--- src/rtl/inst_rom_arbiter_if.sv ---
// Requester-side bundle for one instruction ROM read port (CPU fetch or debug/loader).
interface inst_rom_arbiter_if #(
  parameter int unsigned ADDR_W = 32,
  parameter int unsigned DATA_W = 32
);
  logic              req;
  logic [ADDR_W-1:0] addr;
  logic              gnt;
  logic              rvalid;
  logic [DATA_W-1:0] rdata;

  modport master (output req, addr, input gnt, rvalid, rdata);
  modport slave  (input req, addr, output gnt, rvalid, rdata);
endinterface

--- src/rtl/inst_rom_arbiter.sv ---
// Two-port instruction ROM arbiter: combinational grant, registered issue and return stages.
// Round-robin or m0 fixed priority with an m1 starvation guard.
module inst_rom_arbiter #(
  parameter int unsigned ADDR_W    = 32,
  parameter int unsigned DATA_W    = 32,
  parameter int unsigned FIXED_PRI = 0,
  parameter int unsigned MAX_WAIT  = 8
) (
  input  logic              clk,
  input  logic              rst,
  inst_rom_arbiter_if.slave m0,
  inst_rom_arbiter_if.slave m1,
  output logic              rom_ce_o,
  output logic [ADDR_W-1:0] rom_addr_o,
  input  logic [DATA_W-1:0] rom_data_i
);

  localparam int unsigned CntW = (MAX_WAIT > 0) ? $clog2(MAX_WAIT + 1) : 1;
  localparam logic [CntW-1:0] MaxWait = CntW'(MAX_WAIT);

  typedef enum logic {OwnM0, OwnM1} owner_e;

  logic              gnt0, gnt1;
  logic [CntW-1:0]   wait_q, wait_d;
  owner_e            last_q, last_d;
  owner_e            owner_q, owner_d;
  logic              rom_ce_q, rom_ce_d;
  logic [ADDR_W-1:0] rom_addr_q, rom_addr_d;
  logic              rvalid0_q, rvalid0_d, rvalid1_q, rvalid1_d;
  logic [DATA_W-1:0] rdata0_q, rdata0_d, rdata1_q, rdata1_d;

  // Grants are gated by reset so nothing is accepted while rst is low.
  always_comb begin
    gnt0 = 1'b0;
    gnt1 = 1'b0;
    if (rst) begin
      if (m0.req && m1.req) begin
        if (FIXED_PRI != 0) begin
          gnt1 = (wait_q == MaxWait);
        end else begin
          gnt1 = (last_q == OwnM0);
        end
        gnt0 = ~gnt1;
      end else begin
        gnt0 = m0.req;
        gnt1 = m1.req;
      end
    end
  end

  always_comb begin
    wait_d     = wait_q;
    last_d     = last_q;
    owner_d    = owner_q;
    rom_addr_d = rom_addr_q;
    rom_ce_d   = gnt0 | gnt1;

    if (!m1.req || gnt1) begin
      wait_d = '0;
    end else if (wait_q != MaxWait) begin
      wait_d = wait_q + CntW'(1);
    end

    if (gnt0) begin
      last_d     = OwnM0;
      owner_d    = OwnM0;
      rom_addr_d = m0.addr;
    end else if (gnt1) begin
      last_d     = OwnM1;
      owner_d    = OwnM1;
      rom_addr_d = m1.addr;
    end

    // ROM data is valid while rom_ce_o is high; route it to whoever issued that access.
    rvalid0_d = rom_ce_q && (owner_q == OwnM0);
    rvalid1_d = rom_ce_q && (owner_q == OwnM1);
    rdata0_d  = rvalid0_d ? rom_data_i : rdata0_q;
    rdata1_d  = rvalid1_d ? rom_data_i : rdata1_q;
  end

  always_ff @(posedge clk or negedge rst) begin
    if (!rst) begin
      wait_q     <= '0;
      last_q     <= OwnM1;
      owner_q    <= OwnM0;
      rom_ce_q   <= 1'b0;
      rom_addr_q <= '0;
      rvalid0_q  <= 1'b0;
      rvalid1_q  <= 1'b0;
      rdata0_q   <= '0;
      rdata1_q   <= '0;
    end else begin
      wait_q     <= wait_d;
      last_q     <= last_d;
      owner_q    <= owner_d;
      rom_ce_q   <= rom_ce_d;
      rom_addr_q <= rom_addr_d;
      rvalid0_q  <= rvalid0_d;
      rvalid1_q  <= rvalid1_d;
      rdata0_q   <= rdata0_d;
      rdata1_q   <= rdata1_d;
    end
  end

  assign m0.gnt     = gnt0;
  assign m1.gnt     = gnt1;
  assign m0.rvalid  = rvalid0_q;
  assign m1.rvalid  = rvalid1_q;
  assign m0.rdata   = rdata0_q;
  assign m1.rdata   = rdata1_q;
  assign rom_ce_o   = rom_ce_q;
  assign rom_addr_o = rom_addr_q;

endmodule

--- src/flat_wrapper.sv ---
// flat-port wrapper written by rule: the top's interface ports become plain ports
module inst_rom_arbiter_flat 
#(
  parameter int unsigned ADDR_W    = 32,
  parameter int unsigned DATA_W    = 32,
  parameter int unsigned FIXED_PRI = 0,
  parameter int unsigned MAX_WAIT  = 8
)
  (clk, rst, rom_ce_o, rom_addr_o, rom_data_i, m0_req, m0_addr, m0_gnt, m0_rvalid, m0_rdata, m1_req, m1_addr, m1_gnt, m1_rvalid, m1_rdata);
  inst_rom_arbiter_if #(.ADDR_W(ADDR_W), .DATA_W(DATA_W)) m0_i ();
  inst_rom_arbiter_if #(.ADDR_W(ADDR_W), .DATA_W(DATA_W)) m1_i ();
  input  logic clk;
  input  logic rst;
  output logic rom_ce_o;
  output logic [ADDR_W-1:0] rom_addr_o;
  input  logic [DATA_W-1:0] rom_data_i;
  input wire logic [$bits(m0_i.req)-1:0] m0_req;
  input wire logic [$bits(m0_i.addr)-1:0] m0_addr;
  output wire logic [$bits(m0_i.gnt)-1:0] m0_gnt;
  output wire logic [$bits(m0_i.rvalid)-1:0] m0_rvalid;
  output wire logic [$bits(m0_i.rdata)-1:0] m0_rdata;
  input wire logic [$bits(m1_i.req)-1:0] m1_req;
  input wire logic [$bits(m1_i.addr)-1:0] m1_addr;
  output wire logic [$bits(m1_i.gnt)-1:0] m1_gnt;
  output wire logic [$bits(m1_i.rvalid)-1:0] m1_rvalid;
  output wire logic [$bits(m1_i.rdata)-1:0] m1_rdata;
  assign m0_i.req = m0_req;
  assign m0_i.addr = m0_addr;
  assign m0_gnt = m0_i.gnt;
  assign m0_rvalid = m0_i.rvalid;
  assign m0_rdata = m0_i.rdata;
  assign m1_i.req = m1_req;
  assign m1_i.addr = m1_addr;
  assign m1_gnt = m1_i.gnt;
  assign m1_rvalid = m1_i.rvalid;
  assign m1_rdata = m1_i.rdata;
  inst_rom_arbiter #(.ADDR_W(ADDR_W), .DATA_W(DATA_W), .FIXED_PRI(FIXED_PRI), .MAX_WAIT(MAX_WAIT)) u_core (.clk(clk), .rst(rst), .m0(m0_i), .m1(m1_i), .rom_ce_o(rom_ce_o), .rom_addr_o(rom_addr_o), .rom_data_i(rom_data_i));
endmodule
--- config.mk ---
export PLATFORM = sky130hd
export DESIGN_NAME = inst_rom_arbiter_flat
export DESIGN_NICKNAME = d
export VERILOG_FILES = /design/src/rtl/inst_rom_arbiter_if.sv /design/src/rtl/inst_rom_arbiter.sv /design/src/flat_wrapper.sv
export SDC_FILE = /design/constraint.sdc
export NUM_CORES = 1
export LEC_CHECK = 0
export ABC_CLOCK_PERIOD_IN_PS = 1300
export BUFFER_PORTS_ARGS = -buffer_cell sky130_fd_sc_hd__buf_2
export CELL_PAD_IN_SITES_DETAIL_PLACEMENT = 0
export CELL_PAD_IN_SITES_GLOBAL_PLACEMENT = 1
export CORE_MARGIN = 2
export CORE_UTILIZATION = 32
export CTS_BUF_LIST = sky130_fd_sc_hd__clkbuf_8 sky130_fd_sc_hd__clkbuf_16
export CTS_CLUSTER_SIZE = 10
export DETAILED_ROUTE_END_ITERATION = 8
export PLACE_DENSITY = 0.78
export RECOVER_POWER = 25
export SYNTH_ARGS = -nofsm -noshare
export SYNTH_HDL_FRONTEND = slang
export SYNTH_SLANG_ARGS = --single-unit
--- constraint.sdc ---
create_clock -name clk -period 1.3 [get_ports clk]
set_input_delay 0.26 -clock clk [delete_from_list [all_inputs] [get_ports clk]]
set_output_delay 0.26 -clock clk [all_outputs]
set_load 0.01 [all_outputs]
# Word level (Yosys, flattened, before mapping)
# Cells that the tools add are included.
[classes] n_mux=10 bitwise=4 reduce_logical=4
[op_table] cell="$mux W32" n=2
[op_table] cell="$mux W1" n=8
[op_table] cell="$logic_and A1 B1 Y1" n=3
[op_table] cell="$not A1 Y1" n=3
[op_table] cell="$reduce_bool A2 Y1" n=1
[op_table] cell="$or A1 B1 Y1" n=1
[totals] reg_bits=101

# Depth between registers and ports, before layout
[logic_depth] depth_word=7 ltp_mapped=5

# Worst setup path after synthesis
# No wires, ideal clock.
[synth_timing] path_kind="register to register" startpoint="register u_core.last_q" endpoint="register u_core.rom_addr_q[24] (netlist: u_core.rom_addr_o[24])" setup_time_ns=0.082 t_arrival_ns=1.322 required_ns=1.218 slack_ns=-0.104 stages_incl_launch_ff=6 synth_period_minus_slack_ns=1.404 cell_sequence="dfstp_2 nor2b_4 buf_6 buf_6 or3b_1 a31oi_1"
[synth_between] elab_chain_cells=7 word_cells_on_any_way=10 cone_classes="7 x mux; 2 x bitwise; 1 x reduce/logical"
[synth_lines] item="start: declaration" line_no="inst_rom_arbiter.sv:25" text="owner_e last_q, last_d;"
[synth_lines] item="start signal: assignment" line_no="inst_rom_arbiter.sv:84" text="last_q <= OwnM1;"
[synth_lines] item="start signal: assignment" line_no="inst_rom_arbiter.sv:94" text="last_q <= last_d;"
[synth_lines] item="$not A1 Y1 *" line_no="inst_rom_arbiter.sv:41" text="gnt1 = (last_q == OwnM0);"
[synth_lines] item="$mux W1 *" line_no="inst_rom_arbiter.sv:37" text="if (m0.req && m1.req) begin"
[synth_lines] item="$mux W1 *" line_no="inst_rom_arbiter.sv:36" text="if (rst) begin"
[synth_lines] item="$not A1 Y1" line_no="inst_rom_arbiter.sv:43" text="gnt0 = ~gnt1;"
[synth_lines] item="$mux W1" line_no="inst_rom_arbiter.sv:37"
[synth_lines] item="$mux W1" line_no="inst_rom_arbiter.sv:36"
[synth_lines] item="$mux W32 / $reduce_bool A2 Y1 (equally long branches)"
[synth_lines] item="end signal: assignment" line_no="inst_rom_arbiter.sv:97" text="rom_addr_q <= rom_addr_d;"
[synth_lines] item="end: declaration" line_no="inst_rom_arbiter.sv:28" text="logic [ADDR_W-1:0] rom_addr_q, rom_addr_d;"
# Mark *: on every way between the ends. The rest lies on a longest branch, timed or not. The select of a mux whose other input is x is not followed.
# A chain may end at the register's enable or synchronous reset.

# Worst setup path after layout
[layout_timing] startpoint="register u_core.last_q" endpoint="output m1_gnt"
[layout_between] elab_chain_cells=5
[layout_lines] item="$not A1 Y1" line_no="inst_rom_arbiter.sv:41"
[layout_lines] item="$mux W1" line_no="inst_rom_arbiter.sv:37"
[layout_lines] item="$mux W1" line_no="inst_rom_arbiter.sv:36"
[layout_lines] item="$mux W1" line_no="inst_rom_arbiter.sv:37"
[layout_lines] item="$mux W1" line_no="inst_rom_arbiter.sv:36"
[layout_lines] item="end: declaration" line_no="flat_wrapper.sv:24" text="output wire logic [$bits(m1_i.gnt)-1:0] m1_gnt;"
# Every way passes these cells. The select of a mux whose other input is x is not followed.

==> impl_metrics.yaml <==
outcome:
  outcome: "finished with violations"
  failed_checks: "setup timing"
synth:
  netlist_instances: 335
  netlist_area_um2: 4239
  ys_top_cells_by_area: "sky130_fd_sc_hd__dfrtp_1 59%, sky130_fd_sc_hd__mux2_2 17%, sky130_fd_sc_hd__or3b_1 6.6%"
  ys_seq_elements: 101
  ys.warnings.count: 0
  post-synth-top-area-fraction_pct: 59.03
  synth.largest_area_cell: "sky130_fd_sc_hd__dfrtp_1"
  seq_area_frac_synth_pct: 59.65
  post_synth.cell_area_avg_um2: 12.65
  synth.lib_cells_used.distinct: 16
  synth_fp_nets: 435
sta:
  setup_viol_count_final: 34
  slew_headroom_pct: 42.99
  final.period_utilization_pct: 115.8
  post-route-worst-setup-slack_ps: -204.8
  rsz0062_at_grt: "yes"
  max_freq_mhz: 664.5
  totalNegativeSetupSlack_ps: -3809
  slew_at_the_pin_closest_to_its_max_slew_limit_ps: 855.1
  layout_min_cycle_time_ps: 1505
  finalMaxSlewViolations: 0
  final.setup_skew_ps: 7.346
  timing.final.hold_violations: 0
clocking:
  cts_htree_levels: 3
  cts.path.max_buffers: 2
  clock-root-buffer: "sky130_fd_sc_hd__clkbuf_16"
  cts.reportedPaths.clkPinSlew_ps: 70
  clk-insertion-delay-late_ps: 330
  clock_sinks: 101
  tritoncts_clock_tree: "built"
  tritoncts_buffers: 9
detailed_routing:
  final_antenna_net_count: 0
  avgViaCountPerCell: 4.736
  drt_first_iter_violations: 232
  firstDrtPassIters: 4
  post-route-drc-count: 0
  detail_route.wl_per_cell_um: 15.40
  via_count: 3424
  post_route_wl_um: 11140
power_and_ir_drop:
  leakage_nw: 2.804
  worst_ir_drop_vdd_mv: 0.5960
  pwr_density_nw_per_um2: 1561
setup_path:
  worst_ep_arrival_time_ps: 1240
  timing.critical_path.fanout_max: 3
  setup.worst_path.start_class: "flop"
  worstSetupPathType: "flop to output pin"
  critical_path.endpoint_type: "output pin"
  worstPathRequired_ps: 1040
layout:
  syn_to_final_growth_pct: 40.53
  layout-drive-gt1-share_pct: 56.86
  area_of_the_multi_input_gates_um2: 1629
  layout.area.seq_um2: 2529
  final-instance-count-excl-fill: 723
  antenna-diode-count: 0
  fin_nets: 643
  n_fill_cell: 1272
floorplanning:
  start_util_pct: 32.40
  die_w_um: 119.1
  num_io_pins: 201
  core_area_um2: 13090
  fp.dieH_um: 119.1
  die_area_um2: 14180
  floorplan.rows: 42
grt:
  grt_max_degree: 69
  grt_first_pass_wirelength_um: 17570
  globalRouteTotalUtil_pct: 15.75
  grt_remaining_overflow: 0
  antenna_found_initial: 1
  first_global_vias: 3347
place:
  gp_routability_congestion: 0.6926
  numPlacedInstances: 697
  post-dp-hpwl_um: 7733
  port_buffers: 200
run:
  drv_cap: 0
min_path:
  min-delay-path-class: "input pin to flop"
[sequential cells by signal (all words and copies together), names as in the netlist]
signal	count
u_core.m0.rdata	32
u_core.m1.rdata	32
u_core.rom_addr_o	32
u_core.last_q	1
u_core.m0.rvalid	1
u_core.m1.rvalid	1
u_core.owner_q	1
u_core.rom_ce_o	1
[synth_stat cells, drive strengths merged]
| cell | number |
|---|---|
| dfstp | 1 |
| nor2 | 33 |
| mux2 | 64 |
| clkbuf | 8 |
| dfrtp | 100 |
| nand2 | 4 |
| o21a | 1 |
| o21ai | 34 |
| or3b | 32 |
| a31oi | 32 |
| inv | 5 |
| nor2b | 1 |
| nand3 | 1 |
| buf | 19 |
[final timing paths]
kind	end	start	slack [ps]	cells after the start
max	m1_gnt	u_core.last_q$_DFFE_PN1P_	-200	4
min	u_core.m1.rdata[26]$_DFFE_PN0P_	rom_data_i[26]	170	2
max reg2reg	u_core.rom_addr_o[14]$_DFFE_PN0P_	u_core.last_q$_DFFE_PN1P_	-170	4
min reg2reg	u_core.m0.rdata[10]$_DFFE_PN0P_	u_core.m0.rdata[10]$_DFFE_PN0P_	500	1
max in group asynchronous	u_core.last_q$_DFFE_PN1P_	rst	350	3
min in group asynchronous	u_core.rom_addr_o[28]$_DFFE_PN0P_	rst	180	2
[per-layer routing]
| layer | GRT usage [%] | part of all wire [%] | vias to the layer above |
|---|---|---|---|
| li1 | - | - | 1622 |
| met1 | 20.14 | 42 | 1646 |
| met2 | 26.01 | 49 | 148 |
| met3 | 4.789 | 7.8 | 8 |
| met4 | 4.092 | 1.0 | 0 |
| met5 | 0 | 0 | - |
[logic make-up (layout without fill, tap and decap cells)]
kind of cell / after synthesis / count (layout) / synth area share (%)
simple gates: 71 / 76 / 10.33
flops: 101 / 101 / 59.65
buf+inv: 32 / 239 / 4.103
mux: 64 / 64 / 17.00
compound gates: 67 / 67 / 8.914
[final cells by class]
class / count / area share [%]
tap: 176 / 3.697
clock inverter: 6 / 1.449
inverter: 5 / 0.3151
sequential: 101 / 42.45
timing repair buffer: 219 / 20.96
multi-input combinational: 207 / 27.35
clock buffer: 9 / 3.781
[worst max-delay path, cell delays in order (launching register included)]
cell                      delay [ps]
sky130_fd_sc_hd__dfstp_2         600
sky130_fd_sc_hd__nand2_2          80
sky130_fd_sc_hd__nand3_4          80
sky130_fd_sc_hd__inv_2            40
sky130_fd_sc_hd__buf_6           110
[layout by cell type (no fill, tap or decap), drive strengths merged]
cell type    count
dfrtp          100
bufinv           2
inv              6
o21ai           34
nand3            1
nand2            4
dfstp            1
a31oi           32
mux2            64
nor2            33
clkinvlp         1
or3b            32
buf            216
dlygate4sd3      1
nor2b            6
clkinv           2
o21a             1
clkbuf          11
[per-stage QoR]
stage / area (um^2) / hold WS, ps / setup WS, ps / utilization [%] / total power [mW]
after floorplan: 4239 / -35.59 / -84.23 / - / 5.347
after global placement: 5494 / 282.3 / -423.6 / 41.99 / 6.405
after detailed placement: 5494 / 295.5 / -508.7 / 41.99 / 6.486
after CTS: 5939 / 159.6 / -205.3 / 45.39 / 9.411
after global routing: 5957 / 154.3 / -261.5 / 45.53 / 9.862
final: 5957 / 170.1 / -204.8 / 45.53 / 9.301
[what timing repair did]
action                                 in CTS  in global routing
hold buffers                                1                  0
pin swaps                                   4                 26
cloned                                      4                  1
setup endpoints to repair                  34                 36
gates resized for setup                    12                  4
setup buffers                               5                  0
endpoints found under the hold margin      32                  0
[power by group]
part | switching, mW | internal, mW | total, mW
logic | 1.17 | 1.20 | 2.37
clock network | 1.13 | 1.68 | 2.81
registers | 0.323 | 3.80 | 4.13
(Power assumes the default switching activity.)
